==> config.mk <==
export PLATFORM = sky130hd
export DESIGN_NAME = bpm_packet_parser
export DESIGN_NICKNAME = d
export VERILOG_FILES = /design/src/rtl/bpm_pkg.sv /design/src/rtl/sat_counter.sv /design/src/rtl/bpm_packet_parser.sv
export SDC_FILE = /design/constraint.sdc
export NUM_CORES = 1
export LEC_CHECK = 0
export CAP_MARGIN = 10
export CORE_MARGIN = 5
export CORE_UTILIZATION = 49
export DETAILED_ROUTE_END_ITERATION = 7
export PLACE_DENSITY = 0.8
export SKIP_LAST_GASP = 1
export SYNTH_ARGS = -nofsm -noshare
export SYNTH_HDL_FRONTEND = slang
export SYNTH_SLANG_ARGS = --single-unit
==> constraint.sdc <==
create_clock -name clk -period 2 [get_ports clk]
set_input_delay 0.3 -clock clk [delete_from_list [all_inputs] [get_ports clk]]
set_output_delay 0.3 -clock clk [all_outputs]
set_load 0.02 [all_outputs]
==> src/rtl/bpm_pkg.sv <==
// -----------------------------------------------------------------------------
// bpm_pkg
// Shared constants and types for the BPM packet parser.
// A BPM packet is four 32-bit beats: header, X, Y, sum.
//   header[31:16] magic, [15] FOFB enable, [14:10] cell index, [8:0] FOFB index
// -----------------------------------------------------------------------------
package bpm_pkg;

  localparam logic [15:0] BPM_MAGIC     = 16'hA5BE;
  localparam int          BPM_PKT_WORDS = 4;

  // Header field bit positions
  localparam int MAGIC_HI    = 31;
  localparam int MAGIC_LO    = 16;
  localparam int FOFB_EN_BIT = 15;
  localparam int CELL_HI     = 14;
  localparam int CELL_LO     = 10;
  localparam int IDX_HI      = 8;
  localparam int IDX_LO      = 0;

  // One state per packet word plus a drop state
  localparam int ST_W = $clog2(BPM_PKT_WORDS + 1);

  typedef enum logic [ST_W-1:0] {
    ST_HDR,
    ST_PX,
    ST_PY,
    ST_PS,
    ST_DROP
  } bpm_state_e;

  function automatic logic magic_ok(input logic [31:0] word);
    return (word[MAGIC_HI:MAGIC_LO] == BPM_MAGIC);
  endfunction

endpackage

==> src/rtl/sat_counter.sv <==
// -----------------------------------------------------------------------------
// sat_counter
// Event counter that stops at all-ones instead of wrapping.
// Ports:
//   clk    in  clock
//   rst_n  in  asynchronous active-low reset, clears the count
//   inc    in  count one event this cycle
//   count  out current count (registered)
// -----------------------------------------------------------------------------
module sat_counter #(
  parameter int WIDTH = 16
) (
  input  logic             clk,
  input  logic             rst_n,
  input  logic             inc,
  output logic [WIDTH-1:0] count
);

  logic [WIDTH-1:0] r_count;

  // Count register, holds once all-ones is reached
  always_ff @(posedge clk or negedge rst_n) begin
    if (!rst_n) begin
      r_count <= '0;
    end else if (inc && (r_count != {WIDTH{1'b1}})) begin
      r_count <= r_count + {{(WIDTH-1){1'b0}}, 1'b1};
    end else begin
      r_count <= r_count;
    end
  end

  assign count = r_count;

endmodule

==> src/rtl/bpm_packet_parser.sv <==
// -----------------------------------------------------------------------------
// bpm_packet_parser
// Parses 4-beat BPM packets from a non-stalling AXI-Stream source into
// registered position fields with a one-cycle valid strobe, and keeps
// saturating status counters.
// Ports:
//   clk, rst_n                       clock, async active-low reset
//   s_tdata/s_tvalid/s_tlast         input stream (no backpressure)
//   out_valid                        strobe, one cycle after a good sum beat
//   out_fofb_en/out_cell_index/
//   out_fofb_index                   header fields
//   out_x/out_y                      signed positions (nm)
//   out_sum/out_flags                sum word [29:0] / {CRC fault, ADC clip}
//   cnt_good, cnt_bad_magic,
//   cnt_bad_len, cnt_bad_index       status counters (CNT_W bits)
// Configuration:
//   BPM_PARSER_ERR_COUNT_EN  when defined, the three error counters are
//                            implemented; otherwise they read as zero.
// -----------------------------------------------------------------------------
module bpm_packet_parser
  import bpm_pkg::*;
#(
  parameter int FOFB_INDEX_MAX = 511,
  parameter int CNT_W          = 16
) (
  input  logic             clk,
  input  logic             rst_n,
  input  logic [31:0]      s_tdata,
  input  logic             s_tvalid,
  input  logic             s_tlast,
  output logic             out_valid,
  output logic             out_fofb_en,
  output logic [4:0]       out_cell_index,
  output logic [8:0]       out_fofb_index,
  output logic [31:0]      out_x,
  output logic [31:0]      out_y,
  output logic [29:0]      out_sum,
  output logic [1:0]       out_flags,
  output logic [CNT_W-1:0] cnt_good,
  output logic [CNT_W-1:0] cnt_bad_magic,
  output logic [CNT_W-1:0] cnt_bad_len,
  output logic [CNT_W-1:0] cnt_bad_index
);

  bpm_state_e  r_state;
  bpm_state_e  w_next_state;

  logic        r_hdr_fofb_en;
  logic [4:0]  r_hdr_cell;
  logic [8:0]  r_hdr_idx;
  logic [31:0] r_x;
  logic [31:0] r_y;

  logic        r_out_valid;
  logic        r_out_fofb_en;
  logic [4:0]  r_out_cell;
  logic [8:0]  r_out_idx;
  logic [31:0] r_out_x;
  logic [31:0] r_out_y;
  logic [29:0] r_out_sum;
  logic [1:0]  r_out_flags;

  logic        w_lat_hdr;
  logic        w_lat_x;
  logic        w_lat_y;
  logic        w_complete;
  logic        w_idx_ok;
  logic        w_inc_good;
  logic        w_inc_bad_magic;
  logic        w_inc_bad_len;
  logic        w_inc_bad_index;

  // The index check uses the header latched earlier in this packet
  assign w_idx_ok = (32'(r_hdr_idx) <= FOFB_INDEX_MAX);

  // FSM state register
  always_ff @(posedge clk or negedge rst_n) begin
    if (!rst_n) begin
      r_state <= ST_HDR;
    end else begin
      r_state <= w_next_state;
    end
  end

  // Next state, field latch enables and per-beat counter events
  always_comb begin
    w_next_state    = r_state;
    w_lat_hdr       = 1'b0;
    w_lat_x         = 1'b0;
    w_lat_y         = 1'b0;
    w_complete      = 1'b0;
    w_inc_bad_magic = 1'b0;
    w_inc_bad_len   = 1'b0;
    if (s_tvalid) begin
      case (r_state)
        ST_HDR: begin
          // A lone header beat is a length error even if the magic is wrong
          if (s_tlast) begin
            w_inc_bad_len = 1'b1;
            w_next_state  = ST_HDR;
          end else if (!magic_ok(s_tdata)) begin
            w_inc_bad_magic = 1'b1;
            w_next_state    = ST_DROP;
          end else begin
            w_lat_hdr    = 1'b1;
            w_next_state = ST_PX;
          end
        end
        ST_PX: begin
          if (s_tlast) begin
            w_inc_bad_len = 1'b1;
            w_next_state  = ST_HDR;
          end else begin
            w_lat_x      = 1'b1;
            w_next_state = ST_PY;
          end
        end
        ST_PY: begin
          if (s_tlast) begin
            w_inc_bad_len = 1'b1;
            w_next_state  = ST_HDR;
          end else begin
            w_lat_y      = 1'b1;
            w_next_state = ST_PS;
          end
        end
        ST_PS: begin
          // Overlong packet: counted once here, remainder dropped silently
          if (s_tlast) begin
            w_complete   = 1'b1;
            w_next_state = ST_HDR;
          end else begin
            w_inc_bad_len = 1'b1;
            w_next_state  = ST_DROP;
          end
        end
        ST_DROP: begin
          if (s_tlast) begin
            w_next_state = ST_HDR;
          end else begin
            w_next_state = ST_DROP;
          end
        end
        default: begin
          w_next_state = ST_HDR;
        end
      endcase
    end else begin
      w_next_state = r_state;
    end
    w_inc_good      = w_complete & w_idx_ok;
    w_inc_bad_index = w_complete & ~w_idx_ok;
  end

  // Header, X and Y capture while the packet is in flight
  always_ff @(posedge clk or negedge rst_n) begin
    if (!rst_n) begin
      r_hdr_fofb_en <= 1'b0;
      r_hdr_cell    <= 5'd0;
      r_hdr_idx     <= 9'd0;
      r_x           <= 32'd0;
      r_y           <= 32'd0;
    end else begin
      if (w_lat_hdr) begin
        r_hdr_fofb_en <= s_tdata[FOFB_EN_BIT];
        r_hdr_cell    <= s_tdata[CELL_HI:CELL_LO];
        r_hdr_idx     <= s_tdata[IDX_HI:IDX_LO];
      end
      if (w_lat_x) begin
        r_x <= s_tdata;
      end
      if (w_lat_y) begin
        r_y <= s_tdata;
      end
    end
  end

  // Output strobe and field registers; fields change only with the strobe
  always_ff @(posedge clk or negedge rst_n) begin
    if (!rst_n) begin
      r_out_valid   <= 1'b0;
      r_out_fofb_en <= 1'b0;
      r_out_cell    <= 5'd0;
      r_out_idx     <= 9'd0;
      r_out_x       <= 32'd0;
      r_out_y       <= 32'd0;
      r_out_sum     <= 30'd0;
      r_out_flags   <= 2'd0;
    end else begin
      r_out_valid <= w_inc_good;
      if (w_inc_good) begin
        r_out_fofb_en <= r_hdr_fofb_en;
        r_out_cell    <= r_hdr_cell;
        r_out_idx     <= r_hdr_idx;
        r_out_x       <= r_x;
        r_out_y       <= r_y;
        r_out_sum     <= s_tdata[29:0];
        r_out_flags   <= s_tdata[31:30];
      end
    end
  end

  assign out_valid      = r_out_valid;
  assign out_fofb_en    = r_out_fofb_en;
  assign out_cell_index = r_out_cell;
  assign out_fofb_index = r_out_idx;
  assign out_x          = r_out_x;
  assign out_y          = r_out_y;
  assign out_sum        = r_out_sum;
  assign out_flags      = r_out_flags;

  sat_counter #(.WIDTH(CNT_W)) u_cnt_good (
    .clk   (clk),
    .rst_n (rst_n),
    .inc   (w_inc_good),
    .count (cnt_good)
  );

`ifdef BPM_PARSER_ERR_COUNT_EN
  sat_counter #(.WIDTH(CNT_W)) u_cnt_bad_magic (
    .clk   (clk),
    .rst_n (rst_n),
    .inc   (w_inc_bad_magic),
    .count (cnt_bad_magic)
  );

  sat_counter #(.WIDTH(CNT_W)) u_cnt_bad_len (
    .clk   (clk),
    .rst_n (rst_n),
    .inc   (w_inc_bad_len),
    .count (cnt_bad_len)
  );

  sat_counter #(.WIDTH(CNT_W)) u_cnt_bad_index (
    .clk   (clk),
    .rst_n (rst_n),
    .inc   (w_inc_bad_index),
    .count (cnt_bad_index)
  );
`else
  logic w_unused_err;
  assign w_unused_err  = ^{w_inc_bad_magic, w_inc_bad_len, w_inc_bad_index};
  assign cnt_bad_magic = '0;
  assign cnt_bad_len   = '0;
  assign cnt_bad_index = '0;
`endif

endmodule

; Word level (Yosys, flattened, before mapping)
; Cells that the tools add are included.
[totals]
regBits = 210
in_bits = 36
output_inout_bits = 176
elab_cells = 43
[op_classes]
add_sub_neg = 1
eq_ne = 6
muxes = 18
reduce_logical = 3
[op_table]
columns = cell, count
row1 = "adder 16 x 1 -> 16 bit, second input constant", 1
row2 = "== test 16 bit, second input constant", 1
row3 = "inequality test 16 bit, second input constant", 1
row4 = 2-to-1 mux 1 bit, 12
row5 = case mux 3 bit (4 select lines), 1
row6 = 2-to-1 mux 3 bit, 3
row7 = "== test 3 x 2 -> 1 bit, second input constant", 2
row8 = 2-to-1 mux 2 bit, 2
row9 = "== test 3 x 1 -> 1 bit, second input constant", 1
row10 = "== test 3 bit, second input constant", 1
row11 = zero test 3 bit, 1
row12 = OR reduction 2 bit, 1
row13 = logical AND 1 bit, 1

; Depth between registers and ports, before layout
[logic_depth]
ltp_word = 5
depth_mapped = 7
mapped_depth_nobuf = 5

; By module
; From an unflattened synthesis, not the netlist that was laid out.
[hier_totals]
cells_unflattened = 551
hier_area_um2 = 8555.7
[modules_own_cells]
columns = mod, instances, cells_per_inst, area_per_inst_um2, seq_area_each_um2
row1 = bpm_packet_parser, 1, 479, 7696.1, 4854.7
row2 = sat_counter, 1, 72, 859.6, 400.4

; Worst setup path before layout
; OpenSTA, ideal clock, no wires.
[synth_path]
path_kind = register to register
from = register u_cnt_good.r_count[0], in the netlist u_cnt_good.count[0]
to = register u_cnt_good.r_count[13], in the netlist u_cnt_good.count[13]
setup_time_ps = 133
t_arrival_ps = 1731
required_time_ps = 1867
setup_slack_ps = 136
stages_incl_launch_ff = 7
path_buffers = 1
synth_period_minus_slack_ps = 1864
path_cell_list = dfrtp_1 > ha_1 > nand4_1 > nor4_1 > buf_2 > nor3_1 > xor2_1
[synth_between]
elab_chain_len = 2
word_cells_on_any_way = 3
classes_between = 1 x add/sub / 1 x eq/ne / 1 x reduce/logical
[synth_rtl]
columns = item, line_no
row1 = from (decl), sat_counter.sv:19  ; logic [WIDTH-1:0] r_count;
row2 = from (signal assigned), sat_counter.sv:26  ; r_count <= r_count + {{(WIDTH-1){1'b0}}, 1'b1};
row3 = from (signal assigned), sat_counter.sv:28  ; r_count <= r_count;
row4 = branches (longest 2 deep; another with adder 16 x 1 -> 16 bit), -
; Several ways; the timed one is not identified.
; A chain may end at the register's enable or synchronous reset.

; Worst setup path in the final report
[layout_path]
from = register u_cnt_good.r_count[2], in the netlist u_cnt_good.count[2]
to = output cnt_good[2]
[layout_lines]
columns = item, line_no
row1 = to (decl), bpm_packet_parser.sv:39  ; output logic [CNT_W-1:0] cnt_good,
; No word-level cell between the ends.

==> results.toml <==
[outcome]
status = "completed"

[floorplanning]
die_h_um = 141.7
io_pins = 212
die_w_um = 141.7
initial_core_util = 0.4948
core-area_sq_um = 17180
rows = 48
die_area_sq_um = 20080

[worst_setup_path]
cp_max_fo = 5
cp_num_cells = 1
cp.arrival_ns = 1.62
cp_cell_sequence = "clkdlybuf4s50_1"
cp_top_family = "buffers and inverters"
cp-start-kind = "register"
crit_path_end = "cnt_good[2]"
crit_type = "register to primary output"
reg2reg_from = "u_cnt_good.count[0]"
cp_slowest_stage_delay_ns = 0.67
cp.required_ns = 1.70
worstSetupEndpointType = "primary output"
r2r_end = "u_cnt_good.count[0]"
cp_slowest_cell = "clkdlybuf4s50_1"
rr_worst_depth = 7
rrSetupSlack_ns = 0.16
crit_start = "u_cnt_good.count[2]"
cp.buffers_inverters = 1

[routing]
dr.pass1.iters = 5
ant_nets = 0
vias_per_cell = 4.878
num_vias = 5902
wl_per_cell_um = 16.12
drtIter0Drc = 192
wl_um = 19500
drc = 0

[place]
placed_cell_area_sq_um = 10450
dp_hpwl_um = 13130
routabilityCongestion = 0.7706
dp_cells = 1169
portBuffers = 163

[global_routing]
met3_usage = 0.03943
antenna_found_initial = 0
grt.overflow.total = 0
busiest_layer = "met2"
grt_usage = 0.1932
use_met2 = 0.3360
grt.met1_usage = 0.2443
grt_pass1_wl_um = 31690
grt_max_degree = 92
grt_pass1_vias = 6039

[cts]
cts_tree = "built"
cts_sinks = 210
cts-root-buf = "clkbuf_16"
cts_buffers = 22
clock_path_buffers = 3
cts-resized-gates = 0
clkLatencyLatePin_ns = 0.49
htree_levels = 1
clk_pin_slew_ns = 0.06

[power_and_ir_drop]
p_comb_frac = 0.033
power_frac_clock = 0.499
internal_power_uw = 7270
p_seq_frac = 0.468
irDropWorstVdd_mv = 0.8298
p_sw_uw = 1827
p_per_area_nw_per_um2 = 805.7
switching_share = 0.2008
p_leak_uw = 0.005929

[synthesis]
synth_top_cell_by_area = "dfrtp_1"
yosysUniqueCellTypes = 36
syn_area_sq_um = 8498
synth_area_leaders = "dfrtp_1 62%, nand2_1 15%, mux2_2 9.3%, buf_4 4.3%, mux2_4 1.6%"
synth_top_area_frac = 0.6184
synth-seq-cells = 210
synth_cells = 782
ys_warn_count = 0
syn_avg_cell_area_sq_um = 10.87
ys_seq_area_frac = 0.6184

[sta]
period_share = 0.9590
rsz0062_at_grt = "no"
skew_ns = 0.008986
finalCriticalPeriod_ns = 1.918
setup_tns_ns = 0
finalSetupViolCount = 0
max_freq_ghz = 0.5214
hold_violations = 0
maxSlewViolCount = 0

[finish]
final_area_sq_um = 11290
fin_cells = 1210
post-route-util = 0.6573
layout_common_cells = "342 x nand2_1, 210 x dfrtp_1, 162 x clkdlybuf4s50_1"
layout-drive-gt1-share = 0.1614
final_nets = 1006
diodes = 0
layout-area-overhead-vs-synth_pct = 32.86
final_common_cell = "nand2_1"

[min_path]
hp-class = "input pin to async pin"

[flow_run]
maxCapViolCount = 0
-- per-stage QoR --
stage	worst slack, ns	power, uW	hold slack (ns)
3_5_place_dp	-0.2267	4637	0.2331
3_3_place_gp	-0.1682	4635	0.2318
6_report	0.08202	9097	0.2787
5_1_grt	0.03726	9414	0.3017
4_1_cts	0.05984	9194	0.2708
2_1_floorplan	0.1364	4492	0.004409
-- state kept, by name, summed over array words and instances, names as in the netlist --
signal	cells
out_x	32
out_y	32
r_x	32
r_y	32
out_sum	30
u_cnt_good.count	16
out_fofb_index	9
r_hdr_idx	9
out_cell_index	5
r_hdr_cell	5
r_state	3
out_flags	2
out_fofb_en	1
out_valid	1
r_hdr_fofb_en	1
-- layout make-up --
| class | instances | area [sq um] |
|---|---|---|
| inverters | 2 | 8.758 |
| clock inverters | 9 | 172.7 |
| well taps | 225 | 281.5 |
| multi-input cells | 536 | 2899 |
| clock buffers | 31 | 655.6 |
| fillers | 1315 | 5886 |
| flip-flops and latches | 210 | 5255 |
| repair buffers | 197 | 2018 |
-- Yosys cell counts, drive strengths merged --
| cell type | number |
|---|---|
| mux2 | 80 |
| nand3 | 9 |
| or2 | 2 |
| a21oi | 1 |
| a221o | 1 |
| nand2 | 342 |
| or3b | 1 |
| nand2b | 1 |
| nand4b | 2 |
| xnor2 | 4 |
| and3 | 2 |
| ha | 1 |
| and2 | 2 |
| dfrtp | 210 |
| nand4 | 7 |
| nor4 | 3 |
| nand3b | 2 |
| buf | 71 |
| nor4b | 2 |
| conb | 1 |
| nor2 | 4 |
| nor3b | 1 |
| xor2 | 11 |
| nand4bb | 1 |
| inv | 2 |
| or4 | 1 |
| clkbuf | 10 |
| nor3 | 8 |
-- repair_timing --
item	4_1_cts	5_1_grt
endpoints found under the hold margin	33	0
hold buffers	1	0
setup buffers	0	0
-- how the worst min path moves through the flow --
stage / end / cells past startpoint
global route: out_sum[22] / 2
CTS: out_sum[21] / 2
detailed placement: out_sum[22] / 1
floorplan: out_cell_index[0] / 0
finish: out_sum[22] / 2
global placement: out_sum[22] / 1
-- logic make-up (layout without fill, tap and decap cells) --
family,Yosys count,after routing,synth area share
flops,210,210,0.6184
simple gates,390,390,0.1902
mux,80,80,0.1100
other cells,1,48,0.0004413
xor+xnor,15,15,0.01546
fa+ha+maj,1,1,0.001472
buf+inv,83,239,0.06228
compound gates,2,2,0.001766
-- power groups by stage --
| stage | clock (uW) | combinational (uW) | sequential, uW |
|---|---|---|---|
| 2_1_floorplan | 0 | 161 | 4330 |
| 3_3_place_gp | 0 | 303 | 4330 |
| 3_5_place_dp | 0 | 305 | 4330 |
| 4_1_cts | 4630 | 309 | 4250 |
| 5_1_grt | 4830 | 335 | 4250 |
| 6_report | 4540 | 305 | 4250 |
-- per-layer routing --
layer / share of wire / wire length (um)
met1: 0.40 / 7817
met3: 0.067 / 1303
met4: 0.023 / 442
met5: 0 / 0
met2: 0.51 / 9936
No activity file was read; power rests on OpenSTA's default activity.
